<file path="src/rtl/alu_pkg.sv">
// Shared constants for the sequential ALU: opcodes, flag indices, per-op flag masks, FSM states.
package alu_pkg;

    typedef enum logic [1:0] {
        ST_IDLE = 2'd0,
        ST_MUL  = 2'd1,
        ST_DONE = 2'd2
    } state_t;

    localparam logic [2:0] OP_ADD = 3'd0;
    localparam logic [2:0] OP_SUB = 3'd1;
    localparam logic [2:0] OP_AND = 3'd2;
    localparam logic [2:0] OP_OR  = 3'd3;
    localparam logic [2:0] OP_XOR = 3'd4;
    localparam logic [2:0] OP_SHL = 3'd5;
    localparam logic [2:0] OP_SHR = 3'd6;
    localparam logic [2:0] OP_MUL = 3'd7;

    localparam int FLG_EQ = 0;
    localparam int FLG_LT = 1;
    localparam int FLG_CF = 2;
    localparam int FLG_OF = 3;

    // Masks are written eq-first: bit 0 (leftmost) is eq.
    localparam logic [0:3] MASK_ARITH = 4'b1111;
    localparam logic [0:3] MASK_LOGIC = 4'b1100;
    localparam logic [0:3] MASK_SHIFT = 4'b1110;
    localparam logic [0:3] MASK_MUL   = 4'b1110;
    localparam logic [0:3] MASK_NONE  = 4'b0000;

endpackage

</file>
<file path="src/rtl/alu_mul_iter.sv">
// Iterative shift-add multiplier: one partial-product step per cycle while i_run is high.
module alu_mul_iter #(
    parameter int WIDTH = 16
) (
    input  logic               clk,
    input  logic               nrst,
    input  logic               i_load,
    input  logic               i_run,
    input  logic [WIDTH-1:0]   i_a,
    input  logic [WIDTH-1:0]   i_b,
    output logic [2*WIDTH-1:0] o_prod,
    output logic               o_fin
);

    localparam int CNT_W = $clog2(WIDTH);

    logic [CNT_W-1:0]   r_cnt;
    logic [2*WIDTH-1:0] r_acc;
    logic [2*WIDTH-1:0] r_mcand;
    logic [WIDTH-1:0]   r_mplier;
    logic [2*WIDTH-1:0] w_acc_nxt;

    assign w_acc_nxt = r_acc + (r_mplier[0] ? r_mcand : '0);

    always_ff @(posedge clk) begin
        if (!nrst) begin
            r_cnt    <= '0;
            r_acc    <= '0;
            r_mcand  <= '0;
            r_mplier <= '0;
        end else if (i_load) begin
            r_cnt    <= '0;
            r_acc    <= '0;
            r_mcand  <= {{WIDTH{1'b0}}, i_a};
            r_mplier <= i_b;
        end else if (i_run) begin
            r_cnt    <= r_cnt + CNT_W'(1);
            r_acc    <= w_acc_nxt;
            r_mcand  <= r_mcand << 1;
            r_mplier <= r_mplier >> 1;
        end
    end

    // The final step's sum is exposed combinationally so the top can capture it on the finishing edge.
    assign o_prod = w_acc_nxt;
    assign o_fin  = i_run && (r_cnt == CNT_W'(WIDTH - 1));

endmodule

</file>
<file path="src/rtl/alu_seq.sv">
// Sequential ALU with single-cycle ops and an optional iterative MUL.
// Define ALU_SEQ_MUL_EN to build the multiplier; otherwise op 7 completes at once with result 0 and no flags.
module alu_seq
    import alu_pkg::*;
#(
    parameter int WIDTH = 16
) (
    input  logic             clk,
    input  logic             nrst,
    input  logic             start,
    input  logic [2:0]       op,
    input  logic [WIDTH-1:0] a,
    input  logic [WIDTH-1:0] b,
    output logic             busy,
    output logic             done,
    output logic [WIDTH-1:0] result,
    output logic [0:3]       new_flags,
    output logic [0:3]       flag_mask
);

    state_t           r_state;
    state_t           w_state_nxt;
    logic [WIDTH-1:0] r_result;
    logic [0:3]       r_flags;
    logic [0:3]       r_mask;

    logic             w_accept;
    logic             w_mul_go;
    logic             w_mul_fin;
    logic [WIDTH:0]   w_usum;
    logic [WIDTH:0]   w_udif;
    logic [WIDTH-1:0] w_res;
    logic [0:3]       w_flg;
    logic [0:3]       w_msk;

    function automatic logic [0:3] mask_flags(input logic [0:3] f, input logic [0:3] m);
        return f & m;
    endfunction

    assign w_accept = start && (r_state != ST_MUL);
    assign w_usum   = {1'b0, a} + {1'b0, b};
    assign w_udif   = {1'b0, a} - {1'b0, b};

`ifdef ALU_SEQ_MUL_EN
    logic [2*WIDTH-1:0] w_mul_prod;
    logic [0:3]         w_mul_flg;

    assign w_mul_go = w_accept && (op == OP_MUL);

    alu_mul_iter #(.WIDTH(WIDTH)) u_mul (
        .clk    (clk),
        .nrst   (nrst),
        .i_load (w_mul_go),
        .i_run  (r_state == ST_MUL),
        .i_a    (a),
        .i_b    (b),
        .o_prod (w_mul_prod),
        .o_fin  (w_mul_fin)
    );

    always_comb begin
        w_mul_flg         = '0;
        w_mul_flg[FLG_EQ] = (w_mul_prod[WIDTH-1:0] == '0);
        w_mul_flg[FLG_LT] = w_mul_prod[WIDTH-1];
        w_mul_flg[FLG_CF] = |w_mul_prod[2*WIDTH-1:WIDTH];
    end
`else
    assign w_mul_go  = 1'b0;
    assign w_mul_fin = 1'b0;
`endif

    always_ff @(posedge clk) begin
        if (!nrst) begin
            r_state <= ST_IDLE;
        end else begin
            r_state <= w_state_nxt;
        end
    end

    always_comb begin
        w_state_nxt = r_state;
        case (r_state)
            ST_IDLE, ST_DONE: begin
                if (start) begin
                    w_state_nxt = w_mul_go ? ST_MUL : ST_DONE;
                end else begin
                    w_state_nxt = ST_IDLE;
                end
            end
            ST_MUL: begin
                if (w_mul_fin) begin
                    w_state_nxt = ST_DONE;
                end
            end
            default: w_state_nxt = ST_IDLE;
        endcase
    end

    always_comb begin
        w_res = '0;
        w_flg = '0;
        w_msk = MASK_NONE;
        case (op)
            OP_ADD: begin
                w_res         = w_usum[WIDTH-1:0];
                w_flg[FLG_CF] = w_usum[WIDTH];
                w_flg[FLG_OF] = (a[WIDTH-1] == b[WIDTH-1]) && (w_usum[WIDTH-1] != a[WIDTH-1]);
                w_msk         = MASK_ARITH;
            end
            OP_SUB: begin
                w_res         = w_udif[WIDTH-1:0];
                w_flg[FLG_CF] = w_udif[WIDTH];
                w_flg[FLG_OF] = (a[WIDTH-1] != b[WIDTH-1]) && (w_udif[WIDTH-1] != a[WIDTH-1]);
                w_msk         = MASK_ARITH;
            end
            OP_AND: begin
                w_res = a & b;
                w_msk = MASK_LOGIC;
            end
            OP_OR: begin
                w_res = a | b;
                w_msk = MASK_LOGIC;
            end
            OP_XOR: begin
                w_res = a ^ b;
                w_msk = MASK_LOGIC;
            end
            OP_SHL: begin
                w_res         = {a[WIDTH-2:0], 1'b0};
                w_flg[FLG_CF] = a[WIDTH-1];
                w_msk         = MASK_SHIFT;
            end
            OP_SHR: begin
                w_res         = {1'b0, a[WIDTH-1:1]};
                w_flg[FLG_CF] = a[0];
                w_msk         = MASK_SHIFT;
            end
            default: ;
        endcase
        // For ADD/SUB the true sign of the result is its MSB corrected by overflow.
        w_flg[FLG_LT] = w_res[WIDTH-1] ^ w_flg[FLG_OF];
        w_flg[FLG_EQ] = (w_res == '0);
        w_flg         = mask_flags(w_flg, w_msk);
    end

    always_ff @(posedge clk) begin
        if (!nrst) begin
            r_result <= '0;
            r_flags  <= '0;
            r_mask   <= '0;
        end else if (w_accept && !w_mul_go) begin
            r_result <= w_res;
            r_flags  <= w_flg;
            r_mask   <= w_msk;
`ifdef ALU_SEQ_MUL_EN
        end else if ((r_state == ST_MUL) && w_mul_fin) begin
            r_result <= w_mul_prod[WIDTH-1:0];
            r_flags  <= mask_flags(w_mul_flg, MASK_MUL);
            r_mask   <= MASK_MUL;
`endif
        end else begin
            r_flags  <= '0;
            r_mask   <= '0;
        end
    end

    assign busy      = (r_state == ST_MUL);
    assign done      = (r_state == ST_DONE);
    assign result    = r_result;
    assign new_flags = r_flags;
    assign flag_mask = r_mask;

endmodule

</file>
<file path="config.mk">
export PLATFORM = sky130hd
export DESIGN_NAME = alu_seq
export DESIGN_NICKNAME = d
export VERILOG_FILES = /design/src/rtl/alu_pkg.sv /design/src/rtl/alu_mul_iter.sv /design/src/rtl/alu_seq.sv
export SDC_FILE = /design/constraint.sdc
export NUM_CORES = 1
export LEC_CHECK = 0
export ABC_AREA = 0
export BUFFER_PORTS_ARGS = -buffer_cell sky130_fd_sc_hd__buf_2
export CAP_MARGIN = 20
export CORE_AREA = 8 8 113 115
export DETAILED_ROUTE_END_ITERATION = 8
export DIE_AREA = 0 0 121 123
export MAX_ROUTING_LAYER = met4
export SETUP_SLACK_MARGIN = 0.15
export SLEW_MARGIN = 15
export SYNTH_ARGS = -nofsm -noshare
export SYNTH_HDL_FRONTEND = slang
export SYNTH_HIERARCHICAL = 1
export SYNTH_SLANG_ARGS = --single-unit
export TNS_END_PERCENT = 50
</file>
<file path="constraint.sdc">
create_clock -name clk -period 5.52 [get_ports clk]
set_clock_uncertainty 0.15 [all_clocks]
set_input_delay 0.276 -clock clk [delete_from_list [all_inputs] [get_ports clk]]
set_output_delay 0.276 -clock clk [all_outputs]
set_load 0.03 [all_outputs]
</file>
======== Yosys cells after proc, flatten, opt, wreduce, memory -nomap -nowiden ========
Index checks and enable logic that the tools add are counted.
W data, S select, Z words.
operators by class
  add/sub/neg operators ................... 2
  equality and inequality tests ........... 13
  mux-type cells .......................... 6
  bitwise operators ....................... 5
  reduce and logical (&&, ||, !) cells .... 11
operators with widths
  cell                  number
  $pmux W16 S7          1
  $add A16 B16 Y17      1
  $sub A16 B16 Y17      1
  $and A16 B16 Y16      1
  $logic_not A16 Y1     1
  $or A16 B16 Y16       1
  $xor A16 B16 Y16      1
  $pmux W4 S3           1
  $eq A3 B3 Y1 const B  3
  $eq A3 B2 Y1 const B  2
  $reduce_or A2 Y1      3
  $and A4 B4 Y4         1
  $pmux W1 S4           1
  $pmux W2 S2           1
  $eq A3 B1 Y1 const B  1
  $logic_and A1 B1 Y1   3
  $logic_not A3 Y1      1
  $ne A1 B1 Y1          3
  $reduce_or A3 Y1      1
  $eq A2 B1 Y1 const B  1
  $eq A2 B2 Y1 const B  1
  $logic_not A2 Y1      1
  $mux W2               1
  $ne A2 B1 Y1 const B  1
  4 further kinds       4
word-level totals
  flip-flop bits (word level) ............. 26
  bits of input ports ..................... 38
  logic and storage cells ................. 41

======== Logic depth before layout (Yosys ltp) ========
  depth after elaboration ................. 6
  mapped depth ............................ 12
  mapped depth without buffers ............ 12

======== Worst setup path before layout ========
OpenSTA, ideal clock, no wires.
  kind .................................... input to register
  start point ............................. input port a[8]
  end point ............................... register r_flags (netlist bit new_flags[0])
  library setup time ...................... 88 ps
  arrival ................................. 2825 ps
  setup slack ............................. 2458 ps
  cell stages on the path ................. 12
  cell sequence ........................... inv_1 > ha_1 > buf_6 > or2_1 > or4_4 > o21ba_4 > nor2_2 > o31a_1 > a221oi_2 > o21ai_1 > or4b_1 > nor4_2
between the ends
  word-level cells in the longest chain between the ends .. 4
  elaborated cells between the ends (all ways) .. 8
  those cells by class .................... 2 x add/sub; 1 x mux; 4 x bitwise; 1 x reduce/logical
RTL lines
  what                                      RTL line        RTL
  from (decl)                               alu_seq.sv:12   input logic [WIDTH-1:0] a,
  $sub A16 B16 Y17 (tied with other cells)  alu_seq.sv:42   assign w_udif = {1'b0, a} - {1'b0, b};
  $pmux W16 S7 *                            alu_seq.sv:103  case (op)
  $logic_not A16 Y1 *                       alu_seq.sv:142  w_flg[FLG_EQ] = (w_res == '0);
  $and A4 B4 Y4 *                           alu_seq.sv:37   return f & m;
  to (signal assigned)                      alu_seq.sv:153  r_flags <= w_flg;
  to (decl)                                 alu_seq.sv:24   logic [0:3] r_flags;
Every way passes the cells marked *; elsewhere a longest branch is shown, timed or not.
A chain may end at the register's enable or synchronous reset.

======== Final worst setup path ========
  start point ............................. input port op[1]
  end point ............................... register r_flags (netlist bit new_flags[0])
between the ends
  word-level cells in the longest chain between the ends .. 4
  elaborated cells between the ends (all ways) .. 14
  those cells by class .................... 6 x eq/ne; 2 x mux; 1 x bitwise; 5 x reduce/logical
RTL lines
  what                                                     RTL line                        RTL
  from (decl)                                              alu_seq.sv:11                   input logic [2:0] op,
  $eq A3 B3 Y1 (tied with other cells)                     alu_seq.sv:103
  $pmux W16 S7 (tied with other cells)                     alu_seq.sv:103
  $logic_not A16 Y1 / $pmux W4 S3 (equally long branches)  alu_seq.sv:142, alu_seq.sv:103
  $and A4 B4 Y4 *                                          alu_seq.sv:37
Marks and branches as above.

==> results.ini <==
[floorplanning]
rows = 39
pin_count = 64
initial_utilization = 0.339
fp.dieArea_um2 = 14900
core_um2 = 11100
die_w_um = 121
die_h_um = 123

[outcome]
status = complete, no violations

[sta]
fin_ws_ns = 1.68
period_share = 0.696
rsz0062_at_grt = no
max_freq_mhz = 260
setup_violations = 0
worst_pin_slew_ns = 1.02
slew_violations = 0
setup_tns_ns = 0
slew_headroom = 0.314
finalHoldViolations = 0
min_period_ns = 3.84

[clocking]
ctsHtreeMaxLevel = 1
cts_buffers = 3
cts_hold_buf = 0
clkTransAtPathRegs_ns = 0.06
cts_tree = yes
post_cts.repair.setup_buffers = 0
cts_root_buffer = clkbuf_16
cts_sinks = 24
cts_resized = 0
cts_buffer_depth = 2
clkLatencyLatePin_ns = 0.26

[place]
dp_hpwl_um = 9830
routabilityCongestion = 0.955
port_buffers = 62
dp.cells = 694
placed_area_um2 = 4100
dp_slack_ns = 1.56

[routing]
routed_wl_um = 12900
drc = 0
drt_iter0_markers = 393
detail-route-antenna-nets = 0
post_drt_wl_per_cell_um = 18.5
vias_per_cell = 5.92
vias = 4133
dr.pass1.iters = 5

[power]
power_density_nw_per_um2 = 186
ir_drop_uv = 203
p_leak_nw = 1.97

[grt]
grt_max_degree = 49
grt.overflow.total = 0
antenna_found_initial = 0
grt_pass1_vias = 3938
grt_first_pass_wirelength_um = 20900
gr-usage-all-layers = 0.175

[setup_path]
end_kind = flip-flop
cp.arrival_ns = 3.87
crit_chain = buf_2, nor2b_1, nand2_1, o32ai_1, a2111oi_0, a22o_1, o31a_1, nand3_1, or4b_1, nor4_2
path_max_fanout = 32
cp.required_ns = 5.55
max_stage_delay_ns = 0.66
startpoint_type = primary input
crit_slowest_cell = a2111oi_0
critPathKind = in -> reg

[synthesis]
synthesis.area_um2 = 3760
synth_edf_count = 0
synth_warnings = 6
ys_seq_elements = 24
ys.flop_type = dfxtp_1
syn_nets = 608
yosysUniqueCellTypes = 71
synth_seq_area_share = 0.128
syn_inst = 518
async_flop_share = 0
syn-mean-instance-area_um2 = 7.25

[layout]
antenna_cells = 0
final_area_um2 = 4200
stdcell_count = 698
final_nets = 646
utilization = 0.380
drive_above_1_share = 0.162
syn_to_final_growth_pct = 11.9

[min_path]
hp-class = in -> reg

[run]
cap_violations = 0

-- synth_stat cells, types with 5 or more instances --
master     count  area [um^2]
buf_2          9         45.0
a2111oi_0      5         43.8
a22oi_1        7         52.6
inv_1         51          191
nor2_1        54          203
mux2i_1       16          160
o31a_1         5         43.8
dfxtp_1       24          480
nor3_1        20          100
ha_1          50          626
o21ai_0       29          145
mux2_2         6         67.6
a21oi_1       31          155
clkbuf_1      13         48.8
o22ai_1       11         68.8
a221oi_1       5         43.8
a21o_1         7         52.6
a31oi_1        5         31.3
nand2_1       32          120
a211oi_1      11         82.6
nor2b_1        9         56.3
o211ai_1       6         45.0
nand3_1       13         65.1
buf_4          6         45.0
and2_1         7         43.8
-- state kept, by name (all words and copies together) (netlist names) --
| name | flops |
|---|---|
| result | 16 |
| new_flags | 4 |
| flag_mask | 3 |
| r_state | 1 |
-- cell type report --
cell class                      instances  area, um^2
Clock buffer                            3        75.1
Clock inverter                          1        30.0
Fill cell                            1180        6870
Inverter                               53         199
Multi-Input combinational cell        407        2890
Sequential cell                        24         480
Tap cell                              143         179
Timing Repair Buffer                   67         348
-- layout by cell type (no fill, tap or decap), types with 13 or more instances in the layout --
| master | count |
|---|---|
| nor3_1 | 20 |
| inv_1 | 51 |
| mux2i_1 | 16 |
| buf_2 | 62 |
| nand2_1 | 32 |
| o21ai_0 | 29 |
| dfxtp_1 | 24 |
| nor2_1 | 54 |
| ha_1 | 50 |
| a21oi_1 | 31 |
| nand3_1 | 13 |
-- path summary, 6_finish.rpt --
| kind | end | slack [ns] | from | cells past startpoint |
|---|---|---|---|---|
| worst max-delay path | new_flags[0]$_SDFF_PN0_ | 1.68 | op[1] | 10 |
| worst min-delay path | result[2]$_SDFFE_PN0P_ | 0.16 | nrst | 2 |
| worst max register to register | result[2]$_SDFFE_PN0P_ | 4.66 | result[2]$_SDFFE_PN0P_ | 3 |
| worst min register to register | result[3]$_SDFFE_PN0P_ | 0.33 | result[3]$_SDFFE_PN0P_ | 2 |
-- worst max-delay path, delay by kind of cell --
kind	cells	cell delay (ns)
and+or+nand+nor	5	1.72
AOI/OAI and AO/OA	4	1.31
buffers and inverters	1	0.54
-- logic make-up (layout without fill, tap and decap cells) --
kind of cell,count (synthesis),in the layout,synth area share
AOI/OAI and AO/OA,173,173,0.328
and+or+nand+nor,157,157,0.198
buffers and inverters,87,124,0.102
adders and majority gates,52,52,0.177
DFF,24,24,0.128
muxes,22,22,0.0606
xor gates and xnor gates,2,2,0.00466
other,1,1,0.000998
-- metrics by stage --
step | hold slack, ns | power (mW)
finish | 0.164 | 0.780
floorplan | 0.248 | 0.466
CTS | 0.155 | 0.776
global placement | 0.318 | 0.570
detailed placement | 0.325 | 0.571
global route | 0.170 | 0.828
-- report_power, final --
| part | internal [mW] | leakage [nW] | switching, mW |
|---|---|---|---|
| Clock | 0.144 | 0.0511 | 0.0601 |
| Combinational | 0.134 | 1.72 | 0.250 |
| Sequential | 0.186 | 0.198 | 0.00630 |
| Total | 0.464 | 1.97 | 0.316 |
-- routing by layer --
| metal | global-route usage | wire (um) | up-vias |
|---|---|---|---|
| met2 | 0.283 | 5830 | 197 |
| met1 | 0.230 | 5990 | 1961 |
| met4 | 0.0304 | 57 | 0 |
| li1 | - | - | 1967 |
| met5 | - | 0 | - |
| met3 | 0.0219 | 1050 | 8 |
(Power assumes the default switching activity.)
